`config.mk`:
```
export PLATFORM = sky130hd
export DESIGN_NAME = ultrasonic_ctrl_flat
export DESIGN_NICKNAME = d
export VERILOG_FILES = /design/src/rtl/ultrasonic_pkg.sv /design/src/rtl/ultrasonic_ctrl_if.sv /design/src/rtl/us_burst_gen.sv /design/src/rtl/ultrasonic_ctrl.sv /design/src/flat_wrapper.sv
export SDC_FILE = /design/constraint.sdc
export NUM_CORES = 1
export LEC_CHECK = 0
export ABC_CLOCK_PERIOD_IN_PS = 2200
export BUFFER_PORTS_ARGS = -buffer_cell sky130_fd_sc_hd__buf_4
export CORE_MARGIN = 3
export CORE_UTILIZATION = 25
export DETAILED_ROUTE_END_ITERATION = 6
export PLACE_DENSITY = 0.44
export SLEW_MARGIN = 30
export SYNTH_ARGS = -nofsm -noshare
export SYNTH_HDL_FRONTEND = slang
export SYNTH_SLANG_ARGS = --single-unit
```
`constraint.sdc`:
```
create_clock -name clk -period 2.2 [get_ports clk]
set_input_delay 0.55 -clock clk [delete_from_list [all_inputs] [get_ports clk]]
set_output_delay 0.55 -clock clk [all_outputs]
set_load 0.03 [all_outputs]
```
`src/rtl/ultrasonic_pkg.sv`:
```
// Shared types, constants and level arithmetic for the ultrasonic control slice.
package ultrasonic_pkg;

  typedef enum logic [1:0] {
    S_OFF    = 2'd0,
    S_IDLE   = 2'd1,
    S_TX     = 2'd2,
    S_LISTEN = 2'd3
  } us_state_e;

  // One captured command word from the decoder (amount travels separately).
  typedef struct packed {
    logic valid;
    logic on;
    logic off;
    logic inc;
    logic dec;
    logic send;
    logic recv;
  } us_cmd_t;

  localparam int ECHO_TIME_W = 16;
  // Wide enough for AMOUNT_WIDTH+1 bit sums up to AMOUNT_WIDTH = 16.
  localparam int LVL_CALC_W  = 17;

  // Saturating level update; simultaneous increase and decrease cancel out.
  function automatic logic [LVL_CALC_W-1:0] level_step(
    input logic [LVL_CALC_W-1:0] lvl,
    input logic [LVL_CALC_W-1:0] amt,
    input logic [LVL_CALC_W-1:0] lmax,
    input logic                  inc,
    input logic                  dec
  );
    logic [LVL_CALC_W-1:0] r;
    r = lvl;
    if (inc && !dec) begin
      r = lvl + amt;
      if (r > lmax) r = lmax;
      else          r = r;
    end else if (dec && !inc) begin
      if (amt > lvl) r = {LVL_CALC_W{1'b0}};
      else           r = lvl - amt;
    end else begin
      r = lvl;
    end
    return r;
  endfunction

endpackage

```
`src/rtl/ultrasonic_ctrl_if.sv`:
```
// Command and status bundle between the command decoder side and ultrasonic_ctrl.
interface ultrasonic_ctrl_if
  import ultrasonic_pkg::*;
#(
  parameter int AMOUNT_WIDTH = 8
);
  logic                    on;
  logic                    off;
  logic                    increase;
  logic                    decrease;
  logic                    send;
  logic                    receive;
  logic                    valid;
  logic [AMOUNT_WIDTH-1:0] amount;
  logic                    echo_in;
  logic                    powered;
  logic [AMOUNT_WIDTH-1:0] level;
  logic                    busy;
  logic                    tx_out;
  logic [AMOUNT_WIDTH-1:0] tx_amp;
  logic                    echo_detected;
  logic                    timeout;
  logic [ECHO_TIME_W-1:0]  echo_time;

  modport master (
    output on, off, increase, decrease, send, receive, valid, amount, echo_in,
    input  powered, level, busy, tx_out, tx_amp, echo_detected, timeout, echo_time
  );

  modport slave (
    input  on, off, increase, decrease, send, receive, valid, amount, echo_in,
    output powered, level, busy, tx_out, tx_amp, echo_detected, timeout, echo_time
  );
endinterface

```
`src/rtl/us_burst_gen.sv`:
```
// Fixed-length square-wave burst: BURST_LEN periods of HALF_PERIOD high / HALF_PERIOD low.
// tx_out_o is high in the first cycle after start_i; done_o flags the last burst cycle.
module us_burst_gen #(
  parameter int HALF_PERIOD = 4,
  parameter int BURST_LEN   = 8
) (
  input  logic clk,
  input  logic rst_n,
  input  logic start_i,
  input  logic abort_i,
  output logic tx_out_o,
  output logic done_o
);
  localparam int HW = (HALF_PERIOD > 1) ? $clog2(HALF_PERIOD) : 1;
  localparam int PW = (BURST_LEN > 1) ? $clog2(BURST_LEN) : 1;
  localparam logic [HW-1:0] HALF_LAST = HW'(HALF_PERIOD - 1);
  localparam logic [PW-1:0] PER_LAST  = PW'(BURST_LEN - 1);

  logic          active_q, active_d;
  logic          tx_q, tx_d;
  logic [HW-1:0] half_q, half_d;
  logic [PW-1:0] per_q, per_d;

  assign tx_out_o = tx_q;
  assign done_o   = active_q & ~tx_q & (half_q == HALF_LAST) & (per_q == PER_LAST);

  // Half-period and period counting; abort wins over start.
  always_comb begin
    active_d = active_q;
    tx_d     = tx_q;
    half_d   = half_q;
    per_d    = per_q;
    if (abort_i) begin
      active_d = 1'b0;
      tx_d     = 1'b0;
      half_d   = '0;
      per_d    = '0;
    end else if (start_i) begin
      active_d = 1'b1;
      tx_d     = 1'b1;
      half_d   = '0;
      per_d    = '0;
    end else if (active_q) begin
      if (half_q == HALF_LAST) begin
        half_d = '0;
        if (tx_q) begin
          tx_d = 1'b0;
        end else if (per_q == PER_LAST) begin
          active_d = 1'b0;
          per_d    = '0;
        end else begin
          tx_d  = 1'b1;
          per_d = per_q + PW'(1);
        end
      end else begin
        half_d = half_q + HW'(1);
      end
    end else begin
      tx_d = 1'b0;
    end
  end

  // Burst state registers.
  always_ff @(posedge clk or negedge rst_n) begin
    if (!rst_n) begin
      active_q <= 1'b0;
      tx_q     <= 1'b0;
      half_q   <= '0;
      per_q    <= '0;
    end else begin
      active_q <= active_d;
      tx_q     <= tx_d;
      half_q   <= half_d;
      per_q    <= per_d;
    end
  end
endmodule

```
`src/rtl/ultrasonic_ctrl.sv`:
```
// Transducer control: power state, saturating drive level, TX bursts and echo timing.
// Optional feature macro: ECHO_SYNC_EN (2-flop synchronizer on echo_in).
// Commands are captured in a one-word register, so they act one cycle after sampling.
module ultrasonic_ctrl
  import ultrasonic_pkg::*;
#(
  parameter int AMOUNT_WIDTH  = 8,
  parameter int LEVEL_MAX     = 200,
  parameter int HALF_PERIOD   = 4,
  parameter int BURST_LEN     = 8,
  parameter int LISTEN_CYCLES = 64
) (
  input logic              clk,
  input logic              rst_n,
  ultrasonic_ctrl_if.slave us
);
  localparam logic [ECHO_TIME_W-1:0] CNT_LAST = ECHO_TIME_W'(LISTEN_CYCLES - 1);

  us_state_e               state_q, state_d;
  us_cmd_t                 cmd_q, cmd_d;
  logic [AMOUNT_WIDTH-1:0] amt_q;
  logic [AMOUNT_WIDTH-1:0] level_q, level_d;
  logic [AMOUNT_WIDTH-1:0] tx_amp_q, tx_amp_d;
  logic [ECHO_TIME_W-1:0]  cnt_q, cnt_d;
  logic [ECHO_TIME_W-1:0]  echo_time_q, echo_time_d;
  logic                    listen_req_q, listen_req_d;
  logic                    det_q, det_d, to_q, to_d;
  logic                    busy_q, powered_q;
  logic                    echo_s, echo_prev_q, echo_edge_s;
  logic                    burst_start_s, burst_done_s, tx_s;
  logic                    cv_on, cv_off, cv_inc, cv_dec, cv_send, cv_recv;

  assign cmd_d = '{valid: us.valid, on: us.on, off: us.off, inc: us.increase,
                   dec: us.decrease, send: us.send, recv: us.receive};

  assign cv_on   = cmd_q.valid & cmd_q.on;
  assign cv_off  = cmd_q.valid & cmd_q.off;
  assign cv_inc  = cmd_q.valid & cmd_q.inc;
  assign cv_dec  = cmd_q.valid & cmd_q.dec;
  assign cv_send = cmd_q.valid & cmd_q.send;
  assign cv_recv = cmd_q.valid & cmd_q.recv;

`ifdef ECHO_SYNC_EN
  logic [1:0] echo_sync_q;
  // Two-flop synchronizer for the asynchronous comparator output.
  always_ff @(posedge clk or negedge rst_n) begin
    if (!rst_n) echo_sync_q <= 2'b00;
    else        echo_sync_q <= {echo_sync_q[0], us.echo_in};
  end
  assign echo_s = echo_sync_q[1];
`else
  assign echo_s = us.echo_in;
`endif

  // Rising edge against last cycle's sample; a level already high is not an edge.
  assign echo_edge_s = echo_s & ~echo_prev_q;

  us_burst_gen #(
    .HALF_PERIOD (HALF_PERIOD),
    .BURST_LEN   (BURST_LEN)
  ) u_burst (
    .clk      (clk),
    .rst_n    (rst_n),
    .start_i  (burst_start_s),
    .abort_i  (cv_off),
    .tx_out_o (tx_s),
    .done_o   (burst_done_s)
  );

  // Level tracking: honoured in every powered state unless the word also carries off.
  always_comb begin
    level_d = level_q;
    if (state_q != S_OFF && !cv_off) begin
      level_d = AMOUNT_WIDTH'(level_step(LVL_CALC_W'(level_q), LVL_CALC_W'(amt_q),
                                         LVL_CALC_W'(LEVEL_MAX), cv_inc, cv_dec));
    end else begin
      level_d = level_q;
    end
  end

  // Next-state, burst launch, listen timer and echo/timeout pulses.
  always_comb begin
    state_d       = state_q;
    listen_req_d  = listen_req_q;
    cnt_d         = cnt_q;
    echo_time_d   = echo_time_q;
    tx_amp_d      = tx_amp_q;
    det_d         = 1'b0;
    to_d          = 1'b0;
    burst_start_s = 1'b0;
    if (cv_off) begin
      state_d  = S_OFF;
      tx_amp_d = '0;
    end else begin
      case (state_q)
        S_OFF: begin
          if (cv_on) state_d = S_IDLE;
          else       state_d = S_OFF;
        end
        S_IDLE: begin
          if (cv_send && level_q != '0) begin
            state_d       = S_TX;
            burst_start_s = 1'b1;
            tx_amp_d      = level_q;
            listen_req_d  = cv_recv;
          end else if (cv_recv && !cv_send) begin
            state_d = S_LISTEN;
            cnt_d   = '0;
          end else begin
            state_d = S_IDLE;
          end
        end
        S_TX: begin
          if (burst_done_s) begin
            tx_amp_d = '0;
            if (listen_req_q) begin
              state_d = S_LISTEN;
              cnt_d   = '0;
            end else begin
              state_d = S_IDLE;
            end
          end else begin
            state_d = S_TX;
          end
        end
        S_LISTEN: begin
          // The cycle showing a pulse is the last LISTEN cycle.
          if (det_q || to_q) begin
            state_d = S_IDLE;
          end else if (echo_edge_s) begin
            det_d       = 1'b1;
            echo_time_d = cnt_q;
          end else if (cnt_q == CNT_LAST) begin
            to_d = 1'b1;
          end else begin
            cnt_d = cnt_q + ECHO_TIME_W'(1);
          end
        end
        default: state_d = S_OFF;
      endcase
    end
  end

  // State, level, timer and registered output flops.
  always_ff @(posedge clk or negedge rst_n) begin
    if (!rst_n) begin
      state_q      <= S_OFF;
      cmd_q        <= '0;
      amt_q        <= '0;
      level_q      <= '0;
      tx_amp_q     <= '0;
      cnt_q        <= '0;
      echo_time_q  <= '0;
      listen_req_q <= 1'b0;
      det_q        <= 1'b0;
      to_q         <= 1'b0;
      busy_q       <= 1'b0;
      powered_q    <= 1'b0;
      echo_prev_q  <= 1'b0;
    end else begin
      state_q      <= state_d;
      cmd_q        <= cmd_d;
      amt_q        <= us.amount;
      level_q      <= level_d;
      tx_amp_q     <= tx_amp_d;
      cnt_q        <= cnt_d;
      echo_time_q  <= echo_time_d;
      listen_req_q <= listen_req_d;
      det_q        <= det_d;
      to_q         <= to_d;
      busy_q       <= (state_d == S_TX) || (state_d == S_LISTEN);
      powered_q    <= (state_d != S_OFF);
      echo_prev_q  <= echo_s;
    end
  end

  assign us.powered       = powered_q;
  assign us.level         = level_q;
  assign us.busy          = busy_q;
  assign us.tx_out        = tx_s;
  assign us.tx_amp        = tx_amp_q;
  assign us.echo_detected = det_q;
  assign us.timeout       = to_q;
  assign us.echo_time     = echo_time_q;
endmodule

```
`src/flat_wrapper.sv`:
```
// flat-port wrapper written by rule: the top's interface ports become plain ports
module ultrasonic_ctrl_flat import ultrasonic_pkg::*;
#(
  parameter int AMOUNT_WIDTH  = 8,
  parameter int LEVEL_MAX     = 200,
  parameter int HALF_PERIOD   = 4,
  parameter int BURST_LEN     = 8,
  parameter int LISTEN_CYCLES = 64
)
  (clk, rst_n, us_on, us_off, us_increase, us_decrease, us_send, us_receive, us_valid, us_amount, us_echo_in, us_powered, us_level, us_busy, us_tx_out, us_tx_amp, us_echo_detected, us_timeout, us_echo_time);
  ultrasonic_ctrl_if #(.AMOUNT_WIDTH(AMOUNT_WIDTH)) us_i ();
  input logic clk;
  input logic rst_n;
  input wire logic [$bits(us_i.on)-1:0] us_on;
  input wire logic [$bits(us_i.off)-1:0] us_off;
  input wire logic [$bits(us_i.increase)-1:0] us_increase;
  input wire logic [$bits(us_i.decrease)-1:0] us_decrease;
  input wire logic [$bits(us_i.send)-1:0] us_send;
  input wire logic [$bits(us_i.receive)-1:0] us_receive;
  input wire logic [$bits(us_i.valid)-1:0] us_valid;
  input wire logic [$bits(us_i.amount)-1:0] us_amount;
  input wire logic [$bits(us_i.echo_in)-1:0] us_echo_in;
  output wire logic [$bits(us_i.powered)-1:0] us_powered;
  output wire logic [$bits(us_i.level)-1:0] us_level;
  output wire logic [$bits(us_i.busy)-1:0] us_busy;
  output wire logic [$bits(us_i.tx_out)-1:0] us_tx_out;
  output wire logic [$bits(us_i.tx_amp)-1:0] us_tx_amp;
  output wire logic [$bits(us_i.echo_detected)-1:0] us_echo_detected;
  output wire logic [$bits(us_i.timeout)-1:0] us_timeout;
  output wire logic [$bits(us_i.echo_time)-1:0] us_echo_time;
  assign us_i.on = us_on;
  assign us_i.off = us_off;
  assign us_i.increase = us_increase;
  assign us_i.decrease = us_decrease;
  assign us_i.send = us_send;
  assign us_i.receive = us_receive;
  assign us_i.valid = us_valid;
  assign us_i.amount = us_amount;
  assign us_i.echo_in = us_echo_in;
  assign us_powered = us_i.powered;
  assign us_level = us_i.level;
  assign us_busy = us_i.busy;
  assign us_tx_out = us_i.tx_out;
  assign us_tx_amp = us_i.tx_amp;
  assign us_echo_detected = us_i.echo_detected;
  assign us_timeout = us_i.timeout;
  assign us_echo_time = us_i.echo_time;
  ultrasonic_ctrl #(.AMOUNT_WIDTH(AMOUNT_WIDTH), .LEVEL_MAX(LEVEL_MAX), .HALF_PERIOD(HALF_PERIOD), .BURST_LEN(BURST_LEN), .LISTEN_CYCLES(LISTEN_CYCLES)) u_core (.clk(clk), .rst_n(rst_n), .us(us_i));
endmodule
```
==> impl_metrics.toml <==
[cells_and_area]
layout-drive-gt1-share = 0.345
antenna_cells = 0
layout.nets = 615
area_growth_syn_to_layout_pct = 43.5
final_util = 0.373

[sta]
setup_viol = 10
hold_viol = 0
slew_headroom = 0.603
worst_slack_ns = -0.0987
min_period_ns = 2.30
clock.fmax_mhz = 435
drv_slew = 0
rsz0062_at_grt = "true"
fin_crit_sh = 1.04
whs_ns = 0.147
worst_pin_slew_ns = 0.593
finalClockSkew_ns = 0.00880

[clock_network]
insertion_delay_ns = 0.34
clock-sinks = 78
cts.path.max_buffers = 2
cts_tree = "built"
holdBufCountCts = 0
numCtsBuffers = 9
clk_pin_slew_ns = 0.06
htreeDepth = 3
cts_root_buf = "clkbuf_16"

[routing]
wl_met3_um = 513
vias = 3766
dr.first_iter.drc_count = 227
met1Wirelength_mm = 5.61
drtAntennaViolNets = 0
via_per_inst = 4.75
routedWlPerCell_um = 15.0
wl_met2_mm = 5.66
top_layer_used = "met4"
firstDrtPassIters = 6
remaining_drc_errors = 0
drt_wl_total_mm = 11.9

[floorplanning]
initial_core_util = 0.260
rows = 46
core_region_area_um2 = 16200
fp.dieH_um = 136
ios = 55
die_area_um2 = 18400
die_x_um = 136

[pwr]
seqPwrFrac = 0.271
intPower_mw = 4.10
p_per_area_nw_per_um2 = 1120
p_leak_nw = 2.73
pwr-share-comb = 0.519
p_total_mw = 6.77
switching_share = 0.394
p_sw_mw = 2.67
clockPowerShare = 0.210
ir_drop_mv = 0.440

[logic_synthesis]
synth.most_common_cell = "nand2_1"
synth_warnings = 0
yosys.area.top_type = "dfrtp_1"
yosys_register_bits = 78
syn_nets = 493
syn_inst = 452
synth_common_cells = "nand2_1, dfrtp_1, nor2_1"
synth_top_area_frac = 0.465
yosys-top-cells-area = "dfrtp_1, nand2_1, ha_1"
synth_edf_count = 0
yosysSeqAreaShare = 0.465
avgSynthCellArea_um2 = 9.29
ys.flop_type = "dfrtp_1"
synth_cell_type_count = 61
async_flop_share = 1.00
netlist_area_um2 = 4200

[setup_path]
cp_slowest_cell = "dfrtp_2"
path_class = "flop to flop"
worstPathRequired_ns = 2.40
cp.arrival_ns = 2.50
endpoint_kind = "flop"
path_max_fanout = 6
startpoint_type = "flop"
path_cells = "ha_4 > nand2b_4 > a2111o_1 > a311oi_2 > o22ai_4 > a31oi_4 > o41ai_2"
reg2reg_depth = 7
max_stage_delay_ns = 0.47
ff2ff_setup_slack_ns = -0.1

[status]
status = "complete, but fails checks"
violations = "setup timing"

[global_routing]
grt_pass1_wl_mm = 19.4
track_usage = 0.134
antenna_found_initial = 0
grt_max_degree = 35
grt-ovfl-total = 0
grt_pass1_vias = 3779

[placement]
dp_hpwl_mm = 8.84
finalWeightedCongestion = 0.848
io_buffers = 54

[flow_run]
maxCapViolCount = 0

[min_path]
hp-class = "input port to asynchronous set/reset pin"
[power by group through the flow]
stage | Sequential, mW | Clock (mW) | Combinational, mW
floorplan | 2.18 | 0 | 1.54
global placement | 1.86 | 0 | 3.13
detailed placement | 1.86 | 0 | 3.13
CTS | 1.84 | 1.49 | 3.40
global route | 1.87 | 1.55 | 3.83
finish | 1.84 | 1.42 | 3.51
[metrics by stage]
stage | cells | TNS (ns) | setup slack [ns] | area, µm²
final | 793 | -0.541 | -0.0987 | 6030
after global routing | 793 | -2.01 | -0.218 | 6030
after CTS | 789 | -0.489 | -0.105 | 5870
after detailed placement | 771 | -1.66 | -0.270 | 5420
after global placement | 771 | -1.08 | -0.194 | 5420
after floorplan | 452 | -0.315 | -0.0896 | 4320
[registers in the layout (all words and copies together) (netlist names)]
name	count
u_core.us.echo_time	16
u_core.echo_prev_q	1
u_core.state_q	2
u_core.us.timeout	1
u_core.cnt_q	16
u_core.u_burst.half_q	2
u_core.us.tx_amp	8
u_core.listen_req_q	1
u_core.u_burst.active_q	1
u_core.us.echo_detected	1
u_core.us.level	8
u_core.u_burst.tx_out_o	1
u_core.amt_q	8
u_core.us.powered	1
u_core.cmd_q	7
u_core.u_burst.per_q	3
u_core.us.busy	1
[critical path: cells and delay by family, from the launching register on]
family / cells / cell delay [ns]
compound gates: 5 / 1.33
flops: 1 / 0.47
fa+ha+maj: 1 / 0.24
simple gates: 1 / 0.14
[final timing paths]
kind                                          from                      end
max                             u_core.us.level[1]       u_core.us.level[0]
min                                          rst_n          u_core.amt_q[6]
max reg2reg                     u_core.us.level[1]       u_core.us.level[0]
min reg2reg                u_core.us.echo_time[10]  u_core.us.echo_time[10]
max in group asynchronous                    rst_n   u_core.us.echo_time[6]
min in group clk                      us_amount[5]          u_core.amt_q[5]
[logic make-up (layout without fill, tap and decap cells)]
kind of cell	Yosys count	count (layout)	share of synthesized area
AOI/OAI and AO/OA	95	95	0.144
DFF	78	78	0.465
adders and majority gates	23	23	0.0721
xor gates and xnor gates	21	21	0.0438
buffers and inverters	38	162	0.0417
and+or+nand+nor	195	196	0.229
muxes	2	2	0.00477
[cell type report]
class,count,area (µm²)
multi-input combinational,337,2430
tap,216,270
sequential,78,1960
clock inverter,5,52.6
clock buffer,9,225
timing repair buffer,127,1010
fill,1646,10100
inverter,21,78.8
[routing by layer]
layer  vias to the layer above  GRT usage
met3                        14     0.0331
li1                       1824          -
met4                         0     0.0347
met2                        92      0.217
met1                      1836      0.180
met5                         -          0
[cells in the final DEF, fill, tap and decap left out, types with 3 or more instances in the layout]
cell / netlist / final
ha_1: 21 / 15
nor4_4: 2 / 4
buf_4: 2 / 120
inv_1: 21 / 19
nor3_1: 15 / 12
buf_12: 0 / 4
buf_6: 1 / 3
nor2_1: 36 / 35
nor4_1: 7 / 4
xnor2_1: 19 / 17
o21ai_2: 0 / 3
nand4_1: 6 / 6
nand3_1: 8 / 8
o21ai_0: 29 / 24
o21a_1: 3 / 3
a21o_1: 3 / 3
and3_1: 4 / 4
nand2_1: 84 / 84
a211oi_1: 6 / 5
nor2b_1: 5 / 4
nor2_2: 3 / 4
clkinv_2: 0 / 3
a21oi_1: 25 / 22
clkbuf_16: 0 / 9
dfrtp_1: 78 / 74
dfrtp_2: 0 / 4
ha_4: 0 / 4
[repair_timing]
action	in CTS	in global routing
gates resized for setup	28	20
endpoints found under the setup margin	22	24
pin swaps	11	23
cloned	0	1
buffers inserted	4	3
(Power assumes the default switching activity.)
